==> config.mk <==
export PLATFORM = sky130hd
export DESIGN_NAME = adam_periph_uart_rx_ctrl
export DESIGN_NICKNAME = d
export VERILOG_FILES = /design/src/rtl/adam_periph_uart_pkg.sv /design/src/rtl/adam_periph_uart_rx_fifo.sv /design/src/rtl/adam_periph_uart_rx_ctrl.sv
export SDC_FILE = /design/constraint.sdc
export NUM_CORES = 1
export LEC_CHECK = 0
export ABC_AREA = 1
export BUFFER_PORTS_ARGS = -buffer_cell sky130_fd_sc_hd__clkbuf_2
export CORE_UTILIZATION = 47
export CTS_BUF_LIST = sky130_fd_sc_hd__clkbuf_8 sky130_fd_sc_hd__clkbuf_16
export CTS_CLUSTER_DIAMETER = 100
export CTS_CLUSTER_SIZE = 20
export DETAILED_ROUTE_END_ITERATION = 16
export GPL_ROUTABILITY_DRIVEN = 0
export HOLD_SLACK_MARGIN = 0.1
export PLACE_DENSITY_LB_ADDON = 0.1
export SLEW_MARGIN = 20
export SYNTH_ARGS = -nofsm -noshare
export SYNTH_HDL_FRONTEND = slang
export SYNTH_SLANG_ARGS = --single-unit
==> constraint.sdc <==
create_clock -name clk -period 3.92 [get_ports clk]
set_input_delay 0.392 -clock clk [delete_from_list [all_inputs] [get_ports clk]]
set_output_delay 0.392 -clock clk [all_outputs]
set_load 0.01 [all_outputs]
==> src/rtl/adam_periph_uart_pkg.sv <==
// Shared definitions for the UART peripheral blocks.
//   UART_RX_FIFO_DEPTH : default receive FIFO depth
//   rx_state_e         : receive controller sequencing states
package adam_periph_uart_pkg;

  localparam int unsigned UART_RX_FIFO_DEPTH = 8;

  typedef enum logic [1:0] {
    RX_RUN      = 2'd0,
    RX_PAUSING  = 2'd1,
    RX_PAUSED   = 2'd2,
    RX_RESUMING = 2'd3
  } rx_state_e;

endpackage

==> src/rtl/adam_periph_uart_rx_fifo.sv <==
// Receive byte FIFO with first-word fall-through read.
//   clk, rst       : clock, async active-low reset (clears pointers/level)
//   push, wr_data  : write strobe and byte (caller guarantees not full unless popping)
//   pop            : read strobe (caller guarantees not empty)
//   rd_data        : head entry, valid whenever empty=0
//   full, empty    : occupancy flags
//   level          : current occupancy, 0..DEPTH
//   level_nxt      : occupancy after this cycle's push/pop
module adam_periph_uart_rx_fifo #(
  parameter int unsigned DEPTH = 8
) (
  input  logic                     clk,
  input  logic                     rst,
  input  logic                     push,
  input  logic [7:0]               wr_data,
  input  logic                     pop,
  output logic [7:0]               rd_data,
  output logic                     full,
  output logic                     empty,
  output logic [$clog2(DEPTH):0]   level,
  output logic [$clog2(DEPTH):0]   level_nxt
);

  localparam int unsigned PTR_W = $clog2(DEPTH);
  localparam int unsigned LVL_W = PTR_W + 1;

  logic [7:0]       mem_q [DEPTH];
  logic [7:0]       mem_d [DEPTH];
  logic [PTR_W-1:0] wr_ptr_q, wr_ptr_d;
  logic [PTR_W-1:0] rd_ptr_q, rd_ptr_d;
  logic [LVL_W-1:0] level_q, level_d;

  always_comb begin
    mem_d    = mem_q;
    wr_ptr_d = wr_ptr_q;
    rd_ptr_d = rd_ptr_q;
    level_d  = level_q;
    // DEPTH is a power of two, so pointers wrap by natural overflow.
    if (push) begin
      mem_d[wr_ptr_q] = wr_data;
      wr_ptr_d        = wr_ptr_q + PTR_W'(1);
    end
    if (pop) begin
      rd_ptr_d = rd_ptr_q + PTR_W'(1);
    end
    case ({push, pop})
      2'b10:   level_d = level_q + LVL_W'(1);
      2'b01:   level_d = level_q - LVL_W'(1);
      default: level_d = level_q;
    endcase
  end

  // Storage is not reset; pointers alone define what is valid.
  always_ff @(posedge clk) begin
    mem_q <= mem_d;
  end

  always_ff @(posedge clk or negedge rst) begin
    if (!rst) begin
      wr_ptr_q <= '0;
      rd_ptr_q <= '0;
      level_q  <= '0;
    end else begin
      wr_ptr_q <= wr_ptr_d;
      rd_ptr_q <= rd_ptr_d;
      level_q  <= level_d;
    end
  end

  assign rd_data   = mem_q[rd_ptr_q];
  assign full      = (level_q == LVL_W'(DEPTH));
  assign empty     = (level_q == '0);
  assign level     = level_q;
  assign level_nxt = level_d;

endmodule

==> src/rtl/adam_periph_uart_rx_ctrl.sv <==
// UART receive controller: buffers bytes from the rx shifter, presents them
// to the bus side, tracks overrun/idle timeout/threshold interrupts and
// supports a 4-phase pause handshake.
//   clk, rst                       : clock, async active-low reset
//   pause_req / pause_ack          : pause handshake
//   enable                         : 0 drops incoming bytes
//   threshold, timeout             : irq level (0 = off), idle limit (0 = off)
//   in_data/in_valid/in_ready      : byte stream in
//   out_data/out_valid/out_ready   : zero-extended byte stream out
//   level                          : FIFO occupancy
//   overrun_clr                    : clears sticky overrun
//   overrun, timed_out, irq        : status flags
//
// state       | meaning
// RX_RUN      | normal receive and drain
// RX_PAUSING  | still accepting bytes, draining stopped, waiting for idle input
// RX_PAUSED   | acknowledged; input and output halted, FIFO held
// RX_RESUMING | ack dropped for one cycle before returning to run
module adam_periph_uart_rx_ctrl
  import adam_periph_uart_pkg::*;
#(
  parameter int unsigned DEPTH      = UART_RX_FIFO_DEPTH,
  parameter int unsigned DATA_WIDTH = 32
) (
  input  logic                    clk,
  input  logic                    rst,
  input  logic                    pause_req,
  output logic                    pause_ack,
  input  logic                    enable,
  input  logic [DATA_WIDTH-1:0]   threshold,
  input  logic [DATA_WIDTH-1:0]   timeout,
  input  logic [7:0]              in_data,
  input  logic                    in_valid,
  output logic                    in_ready,
  output logic [DATA_WIDTH-1:0]   out_data,
  output logic                    out_valid,
  input  logic                    out_ready,
  output logic [$clog2(DEPTH):0]  level,
  input  logic                    overrun_clr,
  output logic                    overrun,
  output logic                    timed_out,
  output logic                    irq
);

  localparam int unsigned LVL_W = $clog2(DEPTH) + 1;

  rx_state_e             state_q, state_d;
  logic                  in_ready_q, in_ready_d;
  logic                  pause_ack_q, pause_ack_d;
  logic                  overrun_q, overrun_d;
  logic                  timed_out_q, timed_out_d;
  logic                  irq_q, irq_d;
  logic [DATA_WIDTH-1:0] idle_q, idle_d;

  logic                  push, pop, full, empty, overrun_evt;
  logic [7:0]            rd_data;
  logic [LVL_W-1:0]      fifo_level, fifo_level_nxt;

  adam_periph_uart_rx_fifo #(.DEPTH(DEPTH)) u_fifo (
    .clk       (clk),
    .rst       (rst),
    .push      (push),
    .wr_data   (in_data),
    .pop       (pop),
    .rd_data   (rd_data),
    .full      (full),
    .empty     (empty),
    .level     (fifo_level),
    .level_nxt (fifo_level_nxt)
  );

  assign out_valid = (state_q == RX_RUN) && !empty;
  assign pop       = out_valid && out_ready;
  // A same-cycle pop frees the slot, so a push into a full FIFO is legal then.
  assign push        = in_valid && in_ready_q && enable && (!full || pop);
  assign overrun_evt = in_valid && in_ready_q && enable && full && !pop;

  always_comb begin
    state_d = state_q;
    case (state_q)
      RX_RUN:      if (pause_req) state_d = RX_PAUSING;
      RX_PAUSING:  if (!in_valid) state_d = RX_PAUSED;
      RX_PAUSED:   if (!pause_req) state_d = RX_RESUMING;
      RX_RESUMING: state_d = RX_RUN;
      default:     state_d = RX_RUN;
    endcase

    // Handshake outputs follow the next state so they align with it.
    in_ready_d  = (state_d == RX_RUN) || (state_d == RX_PAUSING);
    pause_ack_d = (state_d == RX_PAUSED);

    // New overrun wins over a coincident clear.
    overrun_d = overrun_evt || (overrun_q && !overrun_clr);

    if (push || pop) begin
      idle_d = '0;
    end else if (state_q == RX_RUN && !empty && idle_q < timeout) begin
      idle_d = idle_q + DATA_WIDTH'(1);
    end else begin
      idle_d = idle_q;
    end

    timed_out_d = !(push || pop) &&
                  (timed_out_q || (timeout != '0 && idle_d >= timeout));

    // Computed from next-cycle values so irq lines up with the flags it reflects.
    irq_d = ((threshold != '0) && (DATA_WIDTH'(fifo_level_nxt) >= threshold)) ||
            timed_out_d || overrun_d;
  end

  always_ff @(posedge clk or negedge rst) begin
    if (!rst) begin
      state_q     <= RX_RUN;
      in_ready_q  <= 1'b0;
      pause_ack_q <= 1'b0;
      overrun_q   <= 1'b0;
      timed_out_q <= 1'b0;
      irq_q       <= 1'b0;
      idle_q      <= '0;
    end else begin
      state_q     <= state_d;
      in_ready_q  <= in_ready_d;
      pause_ack_q <= pause_ack_d;
      overrun_q   <= overrun_d;
      timed_out_q <= timed_out_d;
      irq_q       <= irq_d;
      idle_q      <= idle_d;
    end
  end

  assign in_ready  = in_ready_q;
  assign pause_ack = pause_ack_q;
  assign overrun   = overrun_q;
  assign timed_out = timed_out_q;
  assign irq       = irq_q;
  assign level     = fifo_level;
  assign out_data  = DATA_WIDTH'(rd_data);

endmodule
# Yosys cells after proc, flatten, opt, wreduce, memory -nomap -nowiden
# Index checks and enable logic that the tools add are counted.
dict set report totals {
  regBits 113
  inputBits 79
  output_inout_bits 42
  word_cells 82
}
dict set report op_classes {
  add_sub_neg 5
  order_cmp 6
  eq_ne 8
  n_mux 13
  n_bitwise 2
  reduce_logical 30
}
# operator n
set op_table {}
lappend op_table {{$bwmux 64} 1}
lappend op_table {{$mux 32} 2}
lappend op_table {{$reduce_bool 32->1} 2}
lappend op_table {{$add 32x1->32 const B} 1}
lappend op_table {{$ge 32x32->1} 1}
lappend op_table {{$ge 4x32->1} 1}
lappend op_table {{$lt 32x32->1} 1}
lappend op_table {{$bmux 8 s3} 1}
lappend op_table {{$demux 8 s3} 1}
lappend op_table {{$mux 8} 3}
lappend op_table {{$logic_and 1x1->1} 13}
lappend op_table {{$eq 2x2->1 const B} 4}
lappend op_table {{$ge 4x4->1 const B} 2}
lappend op_table {{$not 3->4} 2}
lappend op_table {{$pmux 2 s4} 1}
lappend op_table {{$pmux 4 s2} 1}
lappend op_table {{$logic_or 1x1->1} 7}
lappend op_table {{$add 3x1->3 const B} 2}
lappend op_table {{$eq 2x1->1 const B} 3}
lappend op_table {{$mux 2} 3}
lappend op_table {{$logic_not 1->1} 5}
lappend op_table {{$add 4x1->4 const B} 1}
lappend op_table {{$eq 4x4->1 const B} 1}
lappend op_table {{$logic_not 2->1} 2}
lappend op_table {{other kinds (3)} 3}

# Logic depth before layout (Yosys ltp)
dict set report logic_depth {
  depth_word 14
  ltp_mapped 30
  ltp_nobuf 29
}

# By module
# Synthesis repeated with hierarchy kept, for this count alone.
dict set report unflattened {
  hier_cells 911
  hier_area_um2 7587.3
}
# mod instances cells_each area_per_inst_um2 seq_area_each_um2
set modules_own_cells {}
lappend modules_own_cells {adam_periph_uart_rx_ctrl 1 653 4485.6 975.9}
lappend modules_own_cells {adam_periph_uart_rx_fifo 1 258 3101.7 2172.1}

# Worst setup path after synthesis
# Ideal clock, no wire load.
dict set report synth_timing {
  path_kind {reg2reg}
  startpoint {reg u_fifo.level_q[0], in the netlist u_fifo.level[0]}
  endpoint {reg irq_q, in the netlist irq}
  t_arrival_ns 2.813
  required_time_ns 3.801
  path_slack_ns 0.988
  stages_incl_launch_ff 24
  path_buffers 1
  synth_period_minus_slack_ns 2.932
  path_cell_list {dfrtp_1 nor3_2 a21oi_4 nand2_2 nand3_1 nand2_2 ha_1 inv_1 clkbuf_1 a21oi_1 ha_1 nand2_1 nor2_1 and2_1 nand2_1 nand2_1 nor2_1 nand2_1 nand2_1 nand2_1 nand2_1 nand2_1 nand2_1 nand2_1}
}
dict set report synth_between {
  elab_chain_cells 14
  elab_cells_between_ends 30
}
# item line
set synth_lines {}
lappend synth_lines {{start, declared} adam_periph_uart_rx_fifo.sv:31} ;# logic [LVL_W-1:0] level_q, level_d;
lappend synth_lines {{start signal, assigned} adam_periph_uart_rx_fifo.sv:66} ;# level_q <= level_d;
lappend synth_lines {{$logic_not 4->1 (*)} adam_periph_uart_rx_fifo.sv:72} ;# assign empty = (level_q == '0);
lappend synth_lines {{$logic_not 1->1 (*)} adam_periph_uart_rx_ctrl.sv:72} ;# assign out_valid = (state_q == RX_RUN) && !empty;
lappend synth_lines {{$logic_and 1x1->1 (*)} adam_periph_uart_rx_ctrl.sv:72}
lappend synth_lines {{named net out_valid} adam_periph_uart_rx_ctrl.sv:36} ;# output logic out_valid,
lappend synth_lines {{$logic_and 1x1->1} adam_periph_uart_rx_ctrl.sv:73} ;# assign pop = out_valid && out_ready;
lappend synth_lines {{$logic_or 1x1->1} adam_periph_uart_rx_ctrl.sv:75} ;# assign push = in_valid && in_ready_q && enable && (!full || pop);
lappend synth_lines {{$logic_and 1x1->1} adam_periph_uart_rx_ctrl.sv:75}
lappend synth_lines {{$logic_or 1x1->1} adam_periph_uart_rx_ctrl.sv:95} ;# if (push || pop) begin
lappend synth_lines {{$mux 32 (*)} adam_periph_uart_rx_ctrl.sv:95}
lappend synth_lines {{named net idle_d[11]} adam_periph_uart_rx_ctrl.sv:53} ;# logic [DATA_WIDTH-1:0] idle_q, idle_d;
lappend synth_lines {{$ge 32x32->1 (*)} adam_periph_uart_rx_ctrl.sv:104} ;# (timed_out_q || (timeout != '0 && idle_d >= timeout));
lappend synth_lines {{$logic_and 1x1->1 (*)} adam_periph_uart_rx_ctrl.sv:104}
lappend synth_lines {{$logic_or 1x1->1 (*)} adam_periph_uart_rx_ctrl.sv:104}
lappend synth_lines {{$logic_and 1x1->1 (*)} adam_periph_uart_rx_ctrl.sv:103} ;# timed_out_d = !(push || pop) &&
lappend synth_lines {{$logic_or 1x1->1 (*)} adam_periph_uart_rx_ctrl.sv:107} ;# irq_d = ((threshold != '0) && (DATA_WIDTH'(fifo_level_nxt) >= threshold)) ||
lappend synth_lines {{$logic_or 1x1->1 (*)} adam_periph_uart_rx_ctrl.sv:108} ;# timed_out_d || overrun_d;
lappend synth_lines {{named net irq_d} adam_periph_uart_rx_ctrl.sv:52} ;# logic irq_q, irq_d;
lappend synth_lines {{end signal, assigned} adam_periph_uart_rx_ctrl.sv:126} ;# irq_q <= irq_d;
lappend synth_lines {{end, declared} adam_periph_uart_rx_ctrl.sv:52}
# Mark *: on every way through the listed nets, which the timed path passes. The rest lies on a longest branch.
# A chain may end at the register's enable or synchronous reset.

# Worst setup path after layout
dict set report layout_timing {
  startpoint {reg idle_q[5]}
  endpoint {reg irq_q, in the netlist irq}
}
dict set report layout_between {
  elab_chain_cells 10
  elab_cells_between_ends 11
}
# item line
set layout_lines {}
lappend layout_lines {{start, declared} adam_periph_uart_rx_ctrl.sv:53}
lappend layout_lines {{start signal, assigned} adam_periph_uart_rx_ctrl.sv:127} ;# idle_q <= idle_d;
lappend layout_lines {{$lt 32x32->1} adam_periph_uart_rx_ctrl.sv:97} ;# end else if (state_q == RX_RUN && !empty && idle_q < timeout) begin
lappend layout_lines {{$logic_and 1x1->1} adam_periph_uart_rx_ctrl.sv:97}
lappend layout_lines {{$mux 32 (*)} adam_periph_uart_rx_ctrl.sv:97}
lappend layout_lines {{$mux 32 (*)} adam_periph_uart_rx_ctrl.sv:95}
lappend layout_lines {{named net idle_d[23]} adam_periph_uart_rx_ctrl.sv:53}
lappend layout_lines {{$ge 32x32->1 (*)} adam_periph_uart_rx_ctrl.sv:104}
lappend layout_lines {{$logic_and 1x1->1 (*)} adam_periph_uart_rx_ctrl.sv:104}
lappend layout_lines {{$logic_or 1x1->1 (*)} adam_periph_uart_rx_ctrl.sv:104}
lappend layout_lines {{$logic_and 1x1->1 (*)} adam_periph_uart_rx_ctrl.sv:103}
lappend layout_lines {{$logic_or 1x1->1 (*)} adam_periph_uart_rx_ctrl.sv:107}
lappend layout_lines {{$logic_or 1x1->1 (*)} adam_periph_uart_rx_ctrl.sv:108}
lappend layout_lines {{named net irq_d} adam_periph_uart_rx_ctrl.sv:52}
# Marked as above.

==> run_results.csv <==
group,metric,value,unit
finish,num_antenna_cells,0,
route,vias_per_cell,5.073,
clocking,cts_tree,"done",
floorplanning,die_x,127.4,um
floorplanning,start_util,48.47,%
floorplanning,num_io_pins,121,
logic_synthesis,syn_inst,874,
logic_synthesis,seq_area_frac_synth,42.56,%
sta,worst_slew_pin_slew,0.9490,ns
logic_synthesis,synth_cell_types,40,
critical_path,critPathMaxStageDelay,0.43,ns
clocking,ctsHoldBuffers,0,
logic_synthesis,synth_edf_count,64,
logic_synthesis,syn_avg_cell_area,8.462,um^2
finish,synthToLayoutAreaGrowth,17.19,%
pwr,ir_drop,0.0004535,V
route,ant_nets,0,
global_routing,antenna_found_initial,0,
clocking,clk_latency,0.41,ns
run_status,status,"finished clean",
logic_synthesis,yosys.area.top_type,"edfxtp_1",
finish,nNetsFinal,1128,
route,wl_per_cell,14.46,um
finish,final_util,56.80,%
finish,seqCellArea,0.003148,mm^2
sta,hold_viol_final,0,
job,max_cap_violations,0,
hold_path,hold_class,"primary input to async pin",
sta,slew_violations,0,
logic_synthesis,synth_area,0.007396,mm^2
pwr,total_power,0.004611,W
pwr,pwr_density_cell,532.0,mW/mm^2
route,drc,0,
critical_path,critPathKind,"flip-flop to flip-flop",
global_routing,grt_pass1_vias,5741,
global_routing,grt_max_degree,50,
finish,multi_input_area,0.003741,mm^2
clocking,root_buffer,"clkbuf_16",
placement,dpl.hpwl,12900,um
global_routing,grt_overflow,0,
critical_path,crit_fanout,32,
critical_path,end_kind,"flip-flop",
global_routing,grt_pass1_wl,28770,um
finish,drive_gt1_share,15.89,%
sta,final.period_utilization,89.42,%
logic_synthesis,synth_top_area_share,25.99,%
critical_path,start_kind,"flip-flop",
floorplanning,die_area,0.01624,mm^2
logic_synthesis,synthFlopType,"edfxtp_1",
route,drt_wl_total,17330,um
critical_path,crit_chain,"ha_1, a21oi_1, nor2_1, nor3_1, nand2_1, nand2_1, nand2_1, nand2_2, buf_4, nand3_1, a21oi_1, ha_1, a21oi_1, o21a_1, a21oi_1, nor2_1, nand2_1, nand2_1, nand2_1, nand2_1, nand2_1",
logic_synthesis,synth_seq_cells,113,
sta,final-setup-viol-count,0,
logic_synthesis,async_reset_ff_share,43.36,%
clocking,numClockSinks,113,
clocking,cts.clk_slew.worst_paths,0.06,ns
clocking,clk_path_buf_depth,2,
route,vias,6083,
route,drtPass1Iterations,5,
sta,fin_tns_setup,0,ns
critical_path,crit_path_frequent_cell,"nand2_1",
floorplanning,core,0.01526,mm^2
pwr,p_leak,3.945,nW
critical_path,slowest_stage,"dfrtp_1",
sta,fmax,285.3,MHz
sta,slew_headroom,36.50,%
route,first_iter_violations,415,
floorplanning,fp-row-count,45,
clocking,htreeDepth,4,
global_routing,grtUsageTotal,22.82,%
floorplanning,dieHeight,127.4,um
critical_path,crit_required,4.21,ns
clocking,numCtsBuffers,17,
sta,finClkSkew,0.009836,ns
logic_synthesis,synthTopCellsByArea,"edfxtp_1, dfrtp_1, ha_1",
sta,grt_setup_unrepaired,"false",
sta,layout_min_cycle_time,3.505,ns
critical_path,arrival,3.80,ns
finish,fillers,1446,
logic_synthesis,yosysWarnings,0,
placement,numPortBuffers,96,
-- cell families after synthesis --
group	after synthesis	share of synthesized area, %
adders and majority gates	74	12.62
xor gates and xnor gates	35	4.145
DFF	113	42.56
AOI/OAI and AO/OA	130	9.508
muxes	1	0.1522
and+or+nand+nor	391	22.84
buffers and inverters	129	8.120
other	1	0.05070
-- sequential cells by signal, summed over array words and instances (netlist names) --
signal	cells
u_fifo.wr_ptr_q	3
state_q	2
pause_ack	1
timed_out	1
overrun	1
u_fifo.level	4
irq	1
idle_q	32
u_fifo.rd_ptr_q	3
u_fifo.mem_q	64
in_ready	1
-- layer usage --
metal  global-route usage, %  wire length (um)  share of wire, %  vias to the layer above
li1                        -                 -                 -                     3127
met1                   33.06              8648                50                     2772
met2                   35.71              7655                44                      173
met3                   4.020               922               5.3                       11
met4                   4.832               104              0.60                        0
met5                       0                 0                 0                        -
-- where the power goes --
part	internal [W]	switching [W]
clock network	0.00107	0.000573
logic	0.000535	0.000926
registers	0.00138	0.000123
total	0.00299	0.00162
-- cell type report --
class                   count  area share, %
well taps                 211          3.046
multi-input cells         655          43.16
clock buffers              17          4.908
inverters                  84          3.681
clock inverters            15          2.353
flip-flops and latches    113          36.32
repair buffers            104          6.525
-- worst paths after layout --
check                                     start                    to  slack (ns)  cells after the start
max                         idle_q[5]$_DFF_PN0_         irq$_DFF_PN0_        0.41                     21
min                                         rst  idle_q[16]$_DFF_PN0_        0.08                      2
max reg2reg                 idle_q[5]$_DFF_PN0_         irq$_DFF_PN0_        0.41                     21
min reg2reg                state_q[1]$_DFF_PN0_  state_q[1]$_DFF_PN0_        0.52                      3
max in group asynchronous                   rst  idle_q[31]$_DFF_PN0_        3.34                      2
min in group clk                    overrun_clr     overrun$_DFF_PN0_        0.20                      2
-- synth_stat cells (2+ instances only) --
master / n
a21boi_0: 2
o21ai_0: 43
inv_1: 82
xnor2_1: 11
nand3_2: 2
edfxtp_1: 64
clkbuf_1: 11
o22ai_1: 9
a21oi_1: 61
dfrtp_1: 49
nor2_1: 122
nand4_1: 15
nor2_2: 3
nor3_2: 4
nand3_1: 48
xor2_1: 24
buf_4: 30
o21a_1: 4
nor3_1: 12
nand2_1: 165
a31oi_1: 8
nor4_1: 9
nand2_2: 5
buf_2: 3
ha_1: 73
-- timing repair --
item                                    4_1_cts  5_1_grt
setup buffers                                 0        1
gates resized for setup                       0        3
endpoints found under the setup margin        0        2
-- stage by stage --
| stage | setup slack [ns] | cell area, um^2 | std cells | hold slack [ns] |
|---|---|---|---|---|
| 6_report | 0.4149 | 8667 | 1199 | 0.07882 |
| 4_1_cts | 0.2939 | 8656 | 1199 | 0.1255 |
| 5_1_grt | 0.08164 | 8667 | 1199 | 0.1649 |
| 3_5_place_dp | 0.2960 | 8026 | 1167 | 0.5164 |
| 2_1_floorplan | 0.9883 | 7482 | 897 | 0.09641 |
| 3_3_place_gp | 0.2989 | 8026 | 1167 | 0.5096 |
-- critical path: cells and delay by family, from the launching register on --
family	cells	cell delay, ns
simple gates	13	1.20
buf+inv	1	0.30
fa+ha+maj	2	0.61
compound gates	5	0.84
flops	1	0.43
-- cell usage in the layout (no fill, tap or decap), drive strengths merged, types with 9 or more instances in the layout --
master and n:
a21oi 62, clkbuf 113, conb 24, dfrtp 49
edfxtp 64, ha 73, inv 87, nand2 170
nand3 50, nand4 15, nor2 126, nor3 16
nor4 10, o21ai 43, o22ai 9, xnor2 11
xor2 24
Note: power is estimated with default switching activity, not from simulation.
